==> src/rtl/fpaddsub_align_pipe_pkg.sv <==
// Shared defaults and field-decode helpers for the FP add/sub alignment pipeline.
package fpaddsub_pkg;

  localparam int EXP_W_DEF  = 8;
  localparam int MAN_W_DEF  = 23;
  localparam int GRD_W_DEF  = 3;
  localparam int SIG_W_DEF  = MAN_W_DEF + 1;
  localparam int EXT_W_DEF  = SIG_W_DEF + GRD_W_DEF;
  localparam int SH_MAX_DEF = EXT_W_DEF;

  // Denormals and zero carry hidden bit 0 and behave as exponent 1.
  function automatic logic dec_hidden(input logic [31:0] exp_field);
    return (exp_field != 32'd0);
  endfunction

  function automatic logic [31:0] dec_eff_exp(input logic [31:0] exp_field);
    return (exp_field == 32'd0) ? 32'd1 : exp_field;
  endfunction

endpackage

==> src/rtl/fpaddsub_align_pipe_if.sv <==
// Operand/result handshake bundle for the alignment pipeline.
interface fpaddsub_align_pipe_if #(
  parameter int EXP_W = 8,
  parameter int MAN_W = 23,
  parameter int GRD_W = 3
);
  localparam int OP_W  = 1 + EXP_W + MAN_W;
  localparam int EXT_W = MAN_W + 1 + GRD_W;

  logic             in_valid;
  logic             in_ready;
  logic [OP_W-1:0]  in_a;
  logic [OP_W-1:0]  in_b;
  logic             in_op;
  logic             out_valid;
  logic             out_ready;
  logic [EXP_W-1:0] out_es;
  logic [EXT_W-1:0] out_mmax;
  logic [EXT_W-1:0] out_mmin;
  logic             out_smax;
  logic             out_eff_sub;
  logic             out_swap;
  logic             out_inf;
  logic             out_nan;

  modport slave (
    input  in_valid, in_a, in_b, in_op, out_ready,
    output in_ready, out_valid, out_es, out_mmax, out_mmin,
           out_smax, out_eff_sub, out_swap, out_inf, out_nan
  );

  modport master (
    output in_valid, in_a, in_b, in_op, out_ready,
    input  in_ready, out_valid, out_es, out_mmax, out_mmin,
           out_smax, out_eff_sub, out_swap, out_inf, out_nan
  );
endinterface

==> src/rtl/fpaddsub_align_pipe_sticky_shifter.sv <==
// Right shifter that folds every bit shifted out into the result LSB (sticky).
module fpaddsub_sticky_shifter #(
  parameter int EXT_W = 27,
  parameter int SH_W  = $clog2(EXT_W + 1)
) (
  input  logic [EXT_W-1:0] sig_i,
  input  logic [SH_W-1:0]  shamt_i,
  output logic [EXT_W-1:0] res_o
);
  logic [EXT_W-1:0] shifted;
  logic [EXT_W-1:0] lost_mask;
  logic             sticky;

  // A shift of EXT_W leaves shifted=0 and a full mask, so saturation needs no special case.
  assign shifted   = sig_i >> shamt_i;
  assign lost_mask = ~({EXT_W{1'b1}} << shamt_i);
  assign sticky    = |(sig_i & lost_mask);
  assign res_o     = {shifted[EXT_W-1:1], shifted[0] | sticky};
endmodule

==> src/rtl/fpaddsub_align_pipe.sv <==
// Two-stage FP add/sub alignment: magnitude ordering, then sticky right-shift of the smaller significand.
module fpaddsub_align_pipe
  import fpaddsub_pkg::*;
#(
  parameter int EXP_W = EXP_W_DEF,
  parameter int MAN_W = MAN_W_DEF,
  parameter int GRD_W = GRD_W_DEF
) (
  input logic                  clk,
  input logic                  rst,
  fpaddsub_align_pipe_if.slave bus
);
  localparam int SIG_W  = MAN_W + 1;
  localparam int EXT_W  = SIG_W + GRD_W;
  localparam int SH_MAX = EXT_W;
  localparam int SH_W   = $clog2(SH_MAX + 1);
  localparam int MAG_W  = EXP_W + MAN_W;

  logic             sa, sb;
  logic [EXP_W-1:0] ea, eb, eea, eeb;
  logic [MAN_W-1:0] fa, fb;
  logic             ha, hb;
  logic             inf_a, inf_b, nan_a, nan_b;
  logic             swap_d, eff_sub_d, smax_d, inf_d, nan_d;
  logic [EXP_W-1:0] emax_d, emin_d, diff_d;
  logic [SIG_W-1:0] mmax_d, mmin_d;

  assign {sa, ea, fa} = bus.in_a;
  assign {sb, eb, fb} = bus.in_b;

  assign ha  = dec_hidden(32'(ea));
  assign hb  = dec_hidden(32'(eb));
  assign eea = EXP_W'(dec_eff_exp(32'(ea)));
  assign eeb = EXP_W'(dec_eff_exp(32'(eb)));

  assign inf_a = (&ea) & ~(|fa);
  assign inf_b = (&eb) & ~(|fb);
  assign nan_a = (&ea) & (|fa);
  assign nan_b = (&eb) & (|fb);

  // Ties keep A as the larger operand.
  assign swap_d    = bus.in_b[MAG_W-1:0] > bus.in_a[MAG_W-1:0];
  assign eff_sub_d = sa ^ sb ^ bus.in_op;
  assign smax_d    = swap_d ? (sb ^ bus.in_op) : sa;
  assign inf_d     = inf_a | inf_b;
  assign nan_d     = nan_a | nan_b | (inf_a & inf_b & eff_sub_d);
  assign emax_d    = swap_d ? eeb : eea;
  assign emin_d    = swap_d ? eea : eeb;
  assign diff_d    = emax_d - emin_d;
  assign mmax_d    = swap_d ? {hb, fb} : {ha, fa};
  assign mmin_d    = swap_d ? {ha, fa} : {hb, fb};

  // Flow control: a stage advances when empty or when the stage after it drains.
  logic vld_p1_q, vld_p2_q, vld_p1_d, vld_p2_d;
  logic s1_load, s2_load;

  assign s2_load      = ~vld_p2_q | bus.out_ready;
  assign s1_load      = ~vld_p1_q | s2_load;
  assign bus.in_ready = s1_load;
  assign vld_p1_d     = s1_load ? bus.in_valid : vld_p1_q;
  assign vld_p2_d     = s2_load ? vld_p1_q : vld_p2_q;

  always_ff @(posedge clk or posedge rst) begin
    if (rst) begin
      vld_p1_q <= 1'b0;
      vld_p2_q <= 1'b0;
    end else begin
      vld_p1_q <= vld_p1_d;
      vld_p2_q <= vld_p2_d;
    end
  end

  // ---- stage 1: ordered operands ----
  logic             swap_p1_q, eff_sub_p1_q, smax_p1_q, inf_p1_q, nan_p1_q;
  logic [EXP_W-1:0] es_p1_q, diff_p1_q;
  logic [SIG_W-1:0] mmax_p1_q, mmin_p1_q;

  always_ff @(posedge clk or posedge rst) begin
    if (rst) begin
      swap_p1_q    <= 1'b0;
      eff_sub_p1_q <= 1'b0;
      smax_p1_q    <= 1'b0;
      inf_p1_q     <= 1'b0;
      nan_p1_q     <= 1'b0;
      es_p1_q      <= '0;
      diff_p1_q    <= '0;
      mmax_p1_q    <= '0;
      mmin_p1_q    <= '0;
    end else if (s1_load && bus.in_valid) begin
      swap_p1_q    <= swap_d;
      eff_sub_p1_q <= eff_sub_d;
      smax_p1_q    <= smax_d;
      inf_p1_q     <= inf_d;
      nan_p1_q     <= nan_d;
      es_p1_q      <= emax_d;
      diff_p1_q    <= diff_d;
      mmax_p1_q    <= mmax_d;
      mmin_p1_q    <= mmin_d;
    end
  end

  logic [SH_W-1:0]  shamt_p1;
  logic [EXT_W-1:0] mmin_sh_p1;

  assign shamt_p1 = (32'(diff_p1_q) > 32'(SH_MAX)) ? SH_W'(SH_MAX) : SH_W'(diff_p1_q);

  fpaddsub_sticky_shifter #(
    .EXT_W (EXT_W),
    .SH_W  (SH_W)
  ) u_shift (
    .sig_i   ({mmin_p1_q, {GRD_W{1'b0}}}),
    .shamt_i (shamt_p1),
    .res_o   (mmin_sh_p1)
  );

  // ---- stage 2: aligned result ----
  logic             swap_p2_q, eff_sub_p2_q, smax_p2_q, inf_p2_q, nan_p2_q;
  logic [EXP_W-1:0] es_p2_q;
  logic [EXT_W-1:0] mmax_p2_q, mmin_p2_q;

  always_ff @(posedge clk or posedge rst) begin
    if (rst) begin
      swap_p2_q    <= 1'b0;
      eff_sub_p2_q <= 1'b0;
      smax_p2_q    <= 1'b0;
      inf_p2_q     <= 1'b0;
      nan_p2_q     <= 1'b0;
      es_p2_q      <= '0;
      mmax_p2_q    <= '0;
      mmin_p2_q    <= '0;
    end else if (s2_load && vld_p1_q) begin
      swap_p2_q    <= swap_p1_q;
      eff_sub_p2_q <= eff_sub_p1_q;
      smax_p2_q    <= smax_p1_q;
      inf_p2_q     <= inf_p1_q;
      nan_p2_q     <= nan_p1_q;
      es_p2_q      <= es_p1_q;
      mmax_p2_q    <= {mmax_p1_q, {GRD_W{1'b0}}};
      mmin_p2_q    <= mmin_sh_p1;
    end
  end

  assign bus.out_valid   = vld_p2_q;
  assign bus.out_es      = es_p2_q;
  assign bus.out_mmax    = mmax_p2_q;
  assign bus.out_mmin    = mmin_p2_q;
  assign bus.out_smax    = smax_p2_q;
  assign bus.out_eff_sub = eff_sub_p2_q;
  assign bus.out_swap    = swap_p2_q;
  assign bus.out_inf     = inf_p2_q;
  assign bus.out_nan     = nan_p2_q;
endmodule

==> src/flat_wrapper.sv <==
// flat-port wrapper written by rule: the top's interface ports become plain ports
module fpaddsub_align_pipe_flat import fpaddsub_pkg::*;
#(
  parameter int EXP_W = EXP_W_DEF,
  parameter int MAN_W = MAN_W_DEF,
  parameter int GRD_W = GRD_W_DEF
)
  (clk, rst, bus_in_valid, bus_in_a, bus_in_b, bus_in_op, bus_out_ready, bus_in_ready, bus_out_valid, bus_out_es, bus_out_mmax, bus_out_mmin, bus_out_smax, bus_out_eff_sub, bus_out_swap, bus_out_inf, bus_out_nan);
  fpaddsub_align_pipe_if #(.EXP_W(EXP_W), .MAN_W(MAN_W), .GRD_W(GRD_W)) bus_i ();
  input logic clk;
  input logic rst;
  input wire logic [$bits(bus_i.in_valid)-1:0] bus_in_valid;
  input wire logic [$bits(bus_i.in_a)-1:0] bus_in_a;
  input wire logic [$bits(bus_i.in_b)-1:0] bus_in_b;
  input wire logic [$bits(bus_i.in_op)-1:0] bus_in_op;
  input wire logic [$bits(bus_i.out_ready)-1:0] bus_out_ready;
  output wire logic [$bits(bus_i.in_ready)-1:0] bus_in_ready;
  output wire logic [$bits(bus_i.out_valid)-1:0] bus_out_valid;
  output wire logic [$bits(bus_i.out_es)-1:0] bus_out_es;
  output wire logic [$bits(bus_i.out_mmax)-1:0] bus_out_mmax;
  output wire logic [$bits(bus_i.out_mmin)-1:0] bus_out_mmin;
  output wire logic [$bits(bus_i.out_smax)-1:0] bus_out_smax;
  output wire logic [$bits(bus_i.out_eff_sub)-1:0] bus_out_eff_sub;
  output wire logic [$bits(bus_i.out_swap)-1:0] bus_out_swap;
  output wire logic [$bits(bus_i.out_inf)-1:0] bus_out_inf;
  output wire logic [$bits(bus_i.out_nan)-1:0] bus_out_nan;
  assign bus_i.in_valid = bus_in_valid;
  assign bus_i.in_a = bus_in_a;
  assign bus_i.in_b = bus_in_b;
  assign bus_i.in_op = bus_in_op;
  assign bus_i.out_ready = bus_out_ready;
  assign bus_in_ready = bus_i.in_ready;
  assign bus_out_valid = bus_i.out_valid;
  assign bus_out_es = bus_i.out_es;
  assign bus_out_mmax = bus_i.out_mmax;
  assign bus_out_mmin = bus_i.out_mmin;
  assign bus_out_smax = bus_i.out_smax;
  assign bus_out_eff_sub = bus_i.out_eff_sub;
  assign bus_out_swap = bus_i.out_swap;
  assign bus_out_inf = bus_i.out_inf;
  assign bus_out_nan = bus_i.out_nan;
  fpaddsub_align_pipe #(.EXP_W(EXP_W), .MAN_W(MAN_W), .GRD_W(GRD_W)) u_core (.clk(clk), .rst(rst), .bus(bus_i));
endmodule
==> config.mk <==
export PLATFORM = sky130hd
export DESIGN_NAME = fpaddsub_align_pipe_flat
export DESIGN_NICKNAME = d
export VERILOG_FILES = /design/src/rtl/fpaddsub_align_pipe_pkg.sv /design/src/rtl/fpaddsub_align_pipe_if.sv /design/src/rtl/fpaddsub_align_pipe_sticky_shifter.sv /design/src/rtl/fpaddsub_align_pipe.sv /design/src/flat_wrapper.sv
export SDC_FILE = /design/constraint.sdc
export NUM_CORES = 1
export LEC_CHECK = 0
export CAP_MARGIN = 15
export CORE_MARGIN = 3
export CORE_UTILIZATION = 45
export DETAILED_ROUTE_END_ITERATION = 6
export PLACE_DENSITY = 0.68
export REMOVE_ABC_BUFFERS = 1
export SETUP_SLACK_MARGIN = 0.3
export SYNTH_ARGS = -nofsm -noshare
export SYNTH_HDL_FRONTEND = slang
export SYNTH_HIERARCHICAL = 1
export SYNTH_SLANG_ARGS = --single-unit
==> constraint.sdc <==
create_clock -name clk -period 6.1 [get_ports clk]
set_input_delay 1.22 -clock clk [delete_from_list [all_inputs] [get_ports clk]]
set_output_delay 1.22 -clock clk [all_outputs]
set_load 0.005 [all_outputs]
# After elaboration in Yosys (flattened, before gate mapping)
# Cells that the tools add are included.
[word_totals] register_bits=135 input_bits=69 output_inout_bits=69
[classes] reduce_logical=11 order_cmp=2 n_shift=2 bitwise_logic=21 muxes=8 addsub=1
[ops] cell="2-to-1 mux 24 bit" count=2
[ops] cell="OR reduction 23 bit" count=2
[ops] cell="2-to-1 mux 8 bit" count=4
[ops] cell="greater-than comparator 31 bit" count=1
[ops] cell="AND 27 bit" count=1
[ops] cell="inverter 27 bit" count=1
[ops] cell="OR reduction 27 bit" count=1
[ops] cell="left shift 27 x 5 -> 27 bit, first input constant" count=1
[ops] cell=">> shifter 27 x 5 -> 27 bit" count=1
[ops] cell="zero test 8 bit" count=2
[ops] cell="AND reduction 8 bit" count=2
[ops] cell="nonzero test 8 bit" count=2
[ops] cell="greater-than comparator 8 x 5 -> 1 bit, second input constant" count=1
[ops] cell="subtractor 8 bit" count=1
[ops] cell="AND 1 bit" count=6
[ops] cell="bitwise OR 1 bit" count=6
[ops] cell="2-to-1 mux 5 bit" count=1
[ops] cell="inverter 1 bit" count=4
[ops] cell="XOR 1 bit" count=3
[ops] cell="logical AND 1 bit" count=2
[ops] cell="2-to-1 mux 1 bit" count=1

# Depth between registers and ports, before layout
# Gate-level depths: netlist of the first run.
[depth] depth_word=7 mapped_depth=18 ltp_nobuf=16

# By module
# The synthesis of the first run kept the hierarchy.
[by_module_without_submodules] mod="fpaddsub_align_pipe" instances=1 cells_per_inst=703 seq_area_each_um2=3378.2 area_per_inst_um2=7370.8
[by_module_without_submodules] mod="fpaddsub_sticky_shifter" instances=1 cells_per_inst=211 seq_area_each_um2=0.0 area_per_inst_um2=1780.5

# Worst setup path before layout of the first run
# OpenSTA, ideal clock, no wires.
[synth_timing] path_kind="input -> register" from="input bus_in_a[16]" to="register u_core.diff_p1_q[7]" n_path_buf=2 stages=17 setup_ns=0.087 t_required_ns=6.013 slack_ns=1.753 t_arrival_ns=4.260 cell_sequence="inv_1 -> ha_1 -> a21oi_1 -> o21ai_1 -> a221oi_2 -> nand3_1 -> o21a_1 -> buf_6 -> buf_6 -> mux2_4 -> ha_1 -> nor2b_1 -> o21ai_0 -> a21boi_0 -> o21ai_0 -> a2111o_1 -> o211ai_1"
[synth_via] elab_chain_len=3
[synth_rtl] item="start, declared" line="flat_wrapper.sv:13" source="input wire logic [$bits(bus_i.in_a)-1:0] bus_in_a;"
[synth_rtl] item="greater-than comparator 31 bit" line="fpaddsub_align_pipe.sv:42" source="assign swap_d = bus.in_b[MAG_W-1:0] > bus.in_a[MAG_W-1:0];"
[synth_rtl] item="2-to-1 mux 8 bit" line="fpaddsub_align_pipe.sv:47" source="assign emax_d = swap_d ? eeb : eea;"
[synth_rtl] item="named net u_core.emax_d[1]" line="fpaddsub_align_pipe.sv:25" source="logic [EXP_W-1:0] emax_d, emin_d, diff_d;"
[synth_rtl] item="subtractor 8 bit" line="fpaddsub_align_pipe.sv:49" source="assign diff_d = emax_d - emin_d;"
[synth_rtl] item="end signal, assigned" line="fpaddsub_align_pipe.sv:96" source="diff_p1_q <= diff_d;"
[synth_rtl] item="end, declared" line="fpaddsub_align_pipe.sv:75" source="logic [EXP_W-1:0] es_p1_q, diff_p1_q;"
# The timed path passes the listed nets, and every way through them passes these cells.
# A chain may end at the register's enable or synchronous reset.

# Worst setup path after layout of the first run
[layout_timing] from="input bus_in_a[29]" to="register u_core.diff_p1_q[6]"
[layout_via] elab_chain_len=4
[layout_rtl] item="branches (longest 3 deep; another with greater-than comparator 31 bit)"
[layout_rtl] item="subtractor 8 bit *" line="fpaddsub_align_pipe.sv:49"
# Every way passes the cells marked *.

==> impl_metrics.tcl, run 1 <==
set metrics [dict create \
    status "finished clean" \
    cts_setup_buffers 0 \
    antenna_found_initial 1 \
    hpwl_um 17400 \
    n_antenna_cell 0 \
    worst_pin_slew_ns 1.01 \
    hp-class "flop to flop" \
    fin_crit_ns 4.99 \
    skew_ns 0.00626 \
    cts_root_buf "clkbuf_16" \
    crit_buf_inv 2 \
    clk_pin_slew_ns 0.05 \
    cts_tree "yes" \
    synth_top_area_share 0.369 \
    yosysTopAreaCell "dfrtp_1" \
    core_area_um2 19700 \
    clkSinkCount 135 \
    clk_path_buf_depth 2 \
    die_w_um 149 \
    max_stage_delay_ns 0.60 \
    drc 0 \
    crit_slowest_cell "clkdlybuf4s50_1" \
    top_layer "met5" \
    wl_met1_um 11400 \
    met2_length_um 11500 \
    netlist_top_cells_count "dfrtp_1, nand2_1, mux2_2" \
    setup_viol 0 \
    post_drt_wl_per_cell_um 19.3 \
    worstSetupPathType "input pin to flop" \
    via_count 7855 \
    track_usage 0.234 \
    rsz0062_at_grt "no" \
    ys_top_cells_by_area "dfrtp_1, mux2_2, nand2_1, ha_1, o2111ai_1" \
    wl_met3_um 1700 \
    syn_inst 914 \
    synth_seq_cells 135 \
    nets 1129 \
    die_area_um2 22100 \
    synth_area_um2 9150 \
    leakage_nw 4.66 \
    fp-row-count 51 \
    gp_congestion 0.844 \
    crit_required_ns 6.36 \
    drv_slew 0 \
    startpoint_type "input pin" \
    comb_power_share 0.380 \
    r2r_start "u_core/diff_p1_q[5]$_DFFE_PP0P_" \
    drt_wl_total_um 25100 \
    cellPowerDensity_nw_per_um2 327 \
    holdWs_ns 0.478 \
    path_cells "clkdlybuf4s50_1 -> inv_1 -> ha_1 -> nand4_1 -> nor3_1 -> a221oi_2 -> nand3_2 -> o21a_2 -> mux2_2 -> ha_1 -> fa_1 -> nor2b_1 -> o21ai_0 -> a21oi_1 -> o21ai_0 -> a21boi_0 -> o31ai_1" \
    cpLargestDelayFamily "compound AO/OA/AOI/OAI gates" \
    endpoint_kind "flop" \
    synth_edf_count 0 \
    pin_count 138 \
    synth.distinct_cells 70 \
    max-cap-violations 0 \
    ant_nets 0 \
    syn_area_per_cell_um2 10.0 \
    dominantRegCellSynth "dfrtp_1" \
    cp.arrival_ns 5.26 \
    die-height_um 149 \
    areaGrowthSynthToFinish_pct 22.0 \
    io_buffers 134 \
    drt_iter0_markers 766 \
    synth.most_common_cell "dfrtp_1" \
    crit_path_start "bus_in_a[29]" \
    pwr-share-clk 0.272 \
    grt_max_degree 88 \
    cts_buffers 17 \
    clock_latency_ns 0.42 \
    viasPerCell 6.05 \
    firstDrtPassIters 5 \
    yosysWarnings 6 \
    cp_max_fo 11 \
    ys_seq_area_frac 0.369 \
    grt_pass1_vias 7644 \
    max_freq_mhz 200 \
    grt_pass1_wl_um 41500 \
    cts-resized-gates 0 \
    final_core_util 0.566 \
    htreeDepth 4 \
    max_slew_margin 0.330 \
    start_util 0.464 \
    period_share 0.818 \
    p_int_w 0.00242 \
    cts_hold_buf 0 \
    ir_drop_v 0.000222 \
    layout-drive-gt1-share 0.167 \
    p_sw_frac 0.337 \
    power.share.sequential 0.348 \
    overflow 0 \
    finalHoldViolCount 0 \
    min_from "u_core/diff_p1_q[6]$_DFFE_PP0P_" \
    ys_async_sr_fraction 1.00 \
    net-switching-power_w 0.00123 \
]
[kinds of logic (layout without fill, tap and decap cells)]
| group | after synthesis | count (layout) | share of synthesized area |
|---|---|---|---|
| AND/OR/NAND/NOR | 246 | 246 | 0.122 |
| AO/OA/AOI/OAI | 242 | 242 | 0.202 |
| buffers and inverters | 121 | 223 | 0.0651 |
| adder cells (fa/ha/maj) | 40 | 40 | 0.0552 |
| XOR/XNOR | 4 | 4 | 0.00383 |
| other | 1 | 19 | 0.000410 |
| multiplexers | 125 | 125 | 0.183 |
| flip-flops | 135 | 135 | 0.369 |
[flip-flops by register name, summed over array words and instances, names as in the netlist, 8 cells and up]
| register | count |
|---|---|
| u_core/mmin_p1_q | 24 |
| u_core/bus.out_mmax | 24 |
| u_core/diff_p1_q | 8 |
| u_core/bus.out_es | 8 |
| u_core/bus.out_mmin | 27 |
| u_core/es_p1_q | 8 |
| u_core/mmax_p1_q | 24 |
[path summary, 6_finish.rpt]
| check | end | slack (ns) | cells after the start |
|---|---|---|---|
| hold / removal | u_core/diff_p1_q[6]$_DFFE_PP0P_ | 0.48 | 2 |
| max in group asynchronous | u_core/bus.out_es[1]$_DFFE_PP0P_ | 3.92 | 3 |
| setup / recovery | u_core/diff_p1_q[6]$_DFFE_PP0P_ | 1.11 | 17 |
| setup reg to reg | u_core/bus.out_mmin[0]$_DFFE_PP0P_ | 2.39 | 9 |
| hold reg to reg | u_core/diff_p1_q[6]$_DFFE_PP0P_ | 0.48 | 2 |
| min in group asynchronous | u_core/bus.out_mmin[1]$_DFFE_PP0P_ | 1.16 | 2 |
[through the flow]
step / TNS [ns] / cells / total power (W) / setup WS [ns] / cell area [um^2]
6_report: 0 / 1299 / 0.00365 / 1.11 / 11200
5_1_grt: 0 / 1299 / 0.00388 / 0.783 / 11200
4_1_cts: 0 / 1299 / 0.00367 / 1.16 / 11200
3_5_place_dp: 0 / 1267 / 0.00266 / 0.730 / 10600
3_3_place_gp: 0 / 1267 / 0.00264 / 0.841 / 10600
2_1_floorplan: -2.00 / 854 / 0.00210 / -0.616 / 8780
[power by group through the flow]
stage / Combinational, W / Sequential [W] / Clock (W)
2_1_floorplan: 0.000864 / 0.00124 / 0
3_3_place_gp: 0.00137 / 0.00128 / 0
3_5_place_dp: 0.00138 / 0.00128 / 0
4_1_cts: 0.00139 / 0.00127 / 0.00102
5_1_grt: 0.00152 / 0.00130 / 0.00106
6_report: 0.00139 / 0.00127 / 0.000993
[final cells by class]
cell class	instances	area, um^2
fillers	1710	8560
multi-input cells	676	5270
flip-flops and latches	135	3380
repair buffers	148	1450
clock buffers	20	437
well taps	265	332
inverters	43	166
clock inverters	12	129
[worst min-delay path: cells and delay by family (launching register included)]
kind	cells	cell delay, ns
AOI/OAI and AO/OA	1	0.05
and+or+nand+nor	1	0.05
DFF	1	0.34
[per-layer routing]
metal | vias up | GRT usage
li1 | 3688 | -
met1 | 3796 | 0.340
met2 | 328 | 0.352
met3 | 41 | 0.0463
met4 | 2 | 0.0767
met5 | - | 0
[cells in the final DEF, fill, tap and decap left out, types with 19 or more instances in the layout]
master	instances
a21oi_1	29
clkdlybuf4s50_1	134
conb_1	19
dfrtp_1	135
ha_1	38
inv_1	41
mux2_2	77
mux4_2	20
nand2_1	127
nor2_1	33
o2111ai_1	54
o211ai_1	32
o21ai_0	34
o311ai_1	20
(Power assumes the default switching activity.)
==> inputs of run 2 (changes only) <==
- PLACE_DENSITY: 0.68 -> 0.71
- clock period: 6.1 -> 4.4 ns (I/O delays scaled with it)
==> run 2 against run 1 <==
Effect of this change:
- combinational power is 53% higher
- via count is 6.8% higher
- first-iteration DRC count is 6.5% higher
- core utilization is 7.0 points higher
- clock skew is 0.0011 ns lower
- critical path depth is 2 higher
- sequential share of layout area is 3.3 points lower
- power is 43% higher
- wire length is 6.4% higher
- design area is 12% higher
- clock power is 36% higher
- register-to-register slack worse by 1.7 ns
==> impl_metrics.tcl, run 2 (synthesized netlist as in run 1, its figures left out) <==
set metrics [dict create \
    power.share.sequential 0.337 \
    pin_count 138 \
    fp-row-count 51 \
    nets 1245 \
    post_drt_wl_per_cell_um 18.9 \
    layout_common_cells "dfrtp_1, nand2_1, buf_4" \
    pre_cts_ws_ns -0.421 \
    pwr-share-clk 0.259 \
    leakage_nw 5.65 \
    firstDrtPassIters 6 \
    drv_slew 0 \
    grt_pass1_wl_um 43200 \
    ir_drop_v 0.000335 \
    viasPerCell 5.92 \
    register_area_um2 3380 \
    hp-class "flop to flop" \
    cp_max_fo 5 \
    clk_pin_slew_ns 0.06 \
    htreeDepth 4 \
    finalSetupTns_ns 0 \
    antenna_found_initial 1 \
    drt_wl_total_um 26700 \
    layout_commonest_cell "dfrtp_1" \
    comb_power_share 0.405 \
    gp_congestion 0.887 \
    io_buffers 134 \
    die_w_um 149 \
    final_area_um2 12500 \
    final_core_util 0.636 \
    cts_tree "yes" \
    clkSinkCount 135 \
    placed_cells 1373 \
    net-switching-power_w 0.00176 \
    startpoint_type "input pin" \
    max-cap-violations 0 \
    areaGrowthSynthToFinish_pct 37.1 \
    worstSetupPathType "input pin to flop" \
    drt_iter0_markers 816 \
    multi_input_area_um2 5650 \
    cts_buffers 17 \
    setup_viol 0 \
    ant_nets 0 \
    finalHoldViolCount 0 \
    clock_latency_ns 0.42 \
    instances_no_fill 1416 \
    largest_reg_flops 27 \
    worst_pin_slew_ns 0.939 \
    hpwl_um 18300 \
    core_area_um2 19700 \
    cellPowerDensity_nw_per_um2 417 \
    layout-drive-gt1-share 0.303 \
    skew_ns 0.00514 \
    fin_crit_ns 4.04 \
    p_int_w 0.00346 \
    period_share 0.917 \
    die_area_um2 22100 \
    max_freq_mhz 248 \
    endpoint_kind "flop" \
    overflow 0 \
    drc 0 \
    final.setup.worst_slack_ns 0.365 \
    p_sw_frac 0.337 \
    max_slew_margin 0.374 \
    cp.arrival_ns 4.36 \
    grt_pass1_vias 8202 \
    status "finished clean" \
    track_usage 0.241 \
    start_util 0.464 \
    die-height_um 149 \
    grt_max_degree 89 \
    cts_root_buf "clkbuf_16" \
    crit_required_ns 4.72 \
    nFillCells 1580 \
    rsz0062_at_grt "no" \
    via_count 8388 \
    place_area_um2 11400 \
    clk_path_buf_depth 2 \
]
-- run 2: cell types whose count changed in the layout (fill, tap and decap cells not counted), moves of 3 or more --
| cell | previous run | this run |
|---|---|---|
| buf_4 | 14 | 126 |
| clkdlybuf4s50_1 | 134 | 88 |
| dlymetal6s2s_1 | 0 | 43 |
| ha_1 | 38 | 20 |
| ha_4 | 0 | 18 |
| inv_1 | 41 | 25 |
| inv_2 | 0 | 16 |
| a21oi_1 | 29 | 22 |
| a21oi_2 | 1 | 7 |
| o21ai_0 | 34 | 28 |
| o21ai_2 | 0 | 6 |
| buf_12 | 0 | 3 |
| clkbuf_8 | 0 | 3 |
| dlygate4sd2_1 | 0 | 3 |
-- run 2: path summary, 6_finish.rpt --
check | startpoint | endpoint | slack (ns) | depth (start not counted)
setup / recovery | bus_in_a[1] | u_core/diff_p1_q[4]$_DFFE_PP0P_ | 0.36 | 19
hold / removal | u_core/eff_sub_p1_q$_DFFE_PP0P_ | u_core/eff_sub_p1_q$_DFFE_PP0P_ | 0.48 | 2
setup reg to reg | u_core/diff_p1_q[5]$_DFFE_PP0P_ | u_core/bus.out_mmin[0]$_DFFE_PP0P_ | 0.72 | 10
hold reg to reg | u_core/eff_sub_p1_q$_DFFE_PP0P_ | u_core/eff_sub_p1_q$_DFFE_PP0P_ | 0.48 | 2
max in group asynchronous | rst | u_core/es_p1_q[4]$_DFFE_PP0P_ | 2.64 | 3
min in group asynchronous | rst | u_core/bus.out_mmin[17]$_DFFE_PP0P_ | 0.97 | 2
-- run 2: cell type report --
cell class | count | area share
diodes | 1 | 0.000200
clock buffers | 23 | 0.0381
clock inverters | 9 | 0.00599
inverters | 43 | 0.0133
multi-input cells | 676 | 0.450
flip-flops and latches | 135 | 0.269
well taps | 265 | 0.0264
repair buffers | 264 | 0.197
-- run 2: power by group through the flow --
stage | Clock (W) | Sequential (W) | Combinational [W]
final | 0.00135 | 0.00176 | 0.00212
after global routing | 0.00143 | 0.00180 | 0.00231
after CTS | 0.00137 | 0.00176 | 0.00205
after detailed placement | 0 | 0.00177 | 0.00201
after global placement | 0 | 0.00177 | 0.00198
after floorplan | 0 | 0.00171 | 0.00120
-- run 2: per-layer routing --
layer / up-vias / GRT usage / wire length [um]
li1: 3922 / - / -
met1: 4069 / 0.351 / 11900
met2: 352 / 0.368 / 12600
met3: 45 / 0.0353 / 1620
met4: 0 / 0.0859 / 606
met5: - / 0 / 0
-- run 2: worst max-delay path: stages --
cell,delay [ns]
clkdlybuf4s50_1,0.51
inv_2,0.06
ha_4,0.26
buf_4,0.09
nand3_1,0.14
nor4_4,0.18
and3_4,0.23
a21oi_4,0.04
o21a_4,0.16
buf_4,0.17
mux2_4,0.29
ha_1,0.34
nor2b_1,0.15
o21ai_1,0.19
a21oi_2,0.10
buf_4,0.13
buf_4,0.12
buf_4,0.12
o31ai_1,0.18
-- run 2: what timing repair did --
action                     4_1_cts  5_1_grt
setup endpoints to repair        4        4
pin swaps                       10       30
hold buffers                     0        0
gates resized for setup         23       99
setup buffers                    2        8
cloned                           0        0
-- run 2: metrics by stage --
stage / hold slack [ns] / total power (W)
2_1_floorplan: 0.442 / 0.00291
3_3_place_gp: 0.458 / 0.00375
3_5_place_dp: 0.470 / 0.00379
4_1_cts: 0.483 / 0.00518
5_1_grt: 0.499 / 0.00554
6_report: 0.480 / 0.00523
==> inputs of run 3 (changes only) <==
- SETUP_SLACK_MARGIN: 0.3 -> 0.4
==> run 3 against run 2 <==
Effect of this change:
- combinational power barely moved
- cell count did not move
- global-route usage rose by 0.18 points
- register-to-register slack got worse by 0.02 ns
- critical path type unchanged
- count of clock-buffer cells in the layout did not move
- first-iteration DRC count did not move
- critical endpoint is now u_core/diff_p1_q[6]$_DFFE_PP0P_
- via count rose by 0.86%
- worst hold slack got worse by 0.0030 ns
==> impl_metrics.tcl, run 3 (synthesized netlist as in run 1, its figures left out) <==
set metrics [dict create \
    status "finished clean" \
    viasPerCell 5.97 \
    crit_slowest_cell "clkdlybuf4s50_1" \
    placed_cells 1373 \
    overflow 0 \
    cp.arrival_ns 4.16 \
    ir_drop_v 0.000343 \
    die-height_um 149 \
    antenna_found_initial 1 \
    fin_crit_ns 3.84 \
    leakage_nw 5.59 \
    cts_tree "yes" \
    cp_common_cell "o21ai_1" \
    r2r_start "u_core/diff_p1_q[5]$_DFFE_PP0P_" \
    drt_iter0_markers 816 \
    instances_no_fill 1416 \
    largest_reg_flops 27 \
    rsz0062_at_grt "no" \
    hp-class "flop to flop" \
    start_util 0.464 \
    worstSetupPathType "input pin to flop" \
    max-cap-violations 0 \
    grt_pass1_vias 8291 \
    crit_required_ns 4.73 \
    core_area_um2 19700 \
    drc 0 \
    layout_commonest_cell "dfrtp_1" \
    endpoint_kind "flop" \
    nets 1245 \
    grt_pass1_wl_um 43600 \
    hpwl_um 18300 \
    reg2reg_depth 10 \
    worst_pin_slew_ns 0.915 \
    path_cells "clkdlybuf4s50_1 -> inv_1 -> ha_1 -> nand2_1 -> nor3_2 -> buf_4 -> and3_4 -> a21oi_4 -> o21a_4 -> mux2_4 -> ha_4 -> fa_2 -> nor2b_1 -> o21ai_1 -> a21oi_2 -> o21ai_1 -> nor3b_2 -> o31ai_1" \
    layout_common_cells "dfrtp_1, nand2_1, buf_4" \
    rr_endpoint "u_core/bus.out_mmin[0]$_DFFE_PP0P_" \
    cp_max_fo 5 \
    die_w_um 149 \
    fp-row-count 51 \
    holdWs_ns 0.477 \
    startpoint_type "input pin" \
    max_freq_mhz 261 \
    min_from "u_core/eff_sub_p1_q$_DFFE_PP0P_" \
    track_usage 0.243 \
    cts_buffers 17 \
    finalHoldViolCount 0 \
    post_drt_wl_per_cell_um 18.7 \
    cellPowerDensity_nw_per_um2 418 \
    clkSinkCount 135 \
    io_buffers 134 \
    drt_wl_total_um 26500 \
    clk_pin_slew_ns 0.06 \
    drv_slew 0 \
    setup_viol 0 \
    grt_max_degree 89 \
    die_area_um2 22100 \
    pin_count 138 \
    layout-drive-gt1-share 0.303 \
    min_path_cells 2 \
    holdPathEnd "u_core/eff_sub_p1_q$_DFFE_PP0P_" \
    skew_ns 0.00447 \
    areaGrowthSynthToFinish_pct 36.6 \
    cts_root_buf "clkbuf_16" \
    max_stage_delay_ns 0.51 \
    p_total_w 0.00522 \
    htreeDepth 4 \
    clk_path_buf_depth 2 \
    ant_nets 0 \
    via_count 8460 \
    clock_latency_ns 0.42 \
    period_share 0.872 \
    reg2reg_slack_ns 0.70 \
    max_slew_margin 0.390 \
    firstDrtPassIters 5 \
    gp_congestion 0.887 \
]
run 3: cell types whose count changed in the layout (fill, tap and decap cells not counted), moves of 3 or more:
cell | before | now
clkdlybuf4s50_1 | 88 | 82
o21ai_1 | 2 | 5
dlygate4sd2_1 | 3 | 15
dlymetal6s2s_1 | 43 | 34
clkdlybuf4s15_1 | 0 | 3
o21ai_2 | 6 | 3
run 3: what timing repair did:
item	4_1_cts	5_1_grt
setup buffers	8	2
resized for setup	63	67
pin swaps	29	25
endpoints found under the setup margin	5	5
hold buffers	0	0
run 3: critical path: cells and delay by family:
kind | cells | cell delay (ns)
AO/OA/AOI/OAI | 6 | 0.82
multiplexers | 1 | 0.33
adder cells (fa/ha/maj) | 3 | 0.82
buffers and inverters | 3 | 0.73
AND/OR/NAND/NOR | 5 | 0.58
run 3: cell type report:
class	count	area, um^2
Antenna cell	1	2.50
Clock buffer	23	478
Clock inverter	9	75.1
Fill cell	1598	7220
Inverter	43	166
Multi-Input combinational cell	676	5640
Sequential cell	135	3380
Tap cell	265	332
Timing Repair Buffer	264	2420
run 3: worst max path at each step:
stage / startpoint / cells past startpoint / to / slack [ns]
after detailed placement: bus_in_a[29] / 19 / u_core/diff_p1_q[6]$_DFFE_PP0P_ / -0.42
after floorplan: bus_in_a[30] / 16 / u_core/diff_p1_q[6]$_DFFE_PP0P_ / -1.98
after global routing: bus_in_a[28] / 19 / u_core/diff_p1_q[6]$_DFFE_PP0P_ / 0.39
after CTS: bus_in_a[22] / 18 / u_core/diff_p1_q[6]$_DFFE_PP0P_ / 0.40
final: bus_in_a[9] / 18 / u_core/diff_p1_q[6]$_DFFE_PP0P_ / 0.56
after global placement: bus_in_a[29] / 17 / u_core/diff_p1_q[7]$_DFFE_PP0P_ / -0.34
run 3: layer usage:
| layer | GRT usage | up-vias | share of wire |
|---|---|---|---|
| met3 | 0.0356 | 40 | 0.061 |
| met2 | 0.370 | 367 | 0.47 |
| met1 | 0.351 | 4135 | 0.45 |
| met4 | 0.0956 | 0 | 0.024 |
| met5 | 0 | - | 0 |
| li1 | - | 3918 | - |
run 3: through the flow:
step	util	TNS, ns	area (um^2)	worst slack (ns)
floorplan	-	-47.96	8780	-1.98
global placement	0.580	-0.945	11400	-0.341
detailed placement	0.580	-1.30	11400	-0.421
CTS	0.620	0	12200	0.403
global route	0.634	0	12500	0.387
finish	0.634	0	12500	0.563
run 3: power breakdown:
part	internal (W)	switching, W
sequential	0.00153	0.000235
combinational	0.00112	0.000994
clock	0.000815	0.000535
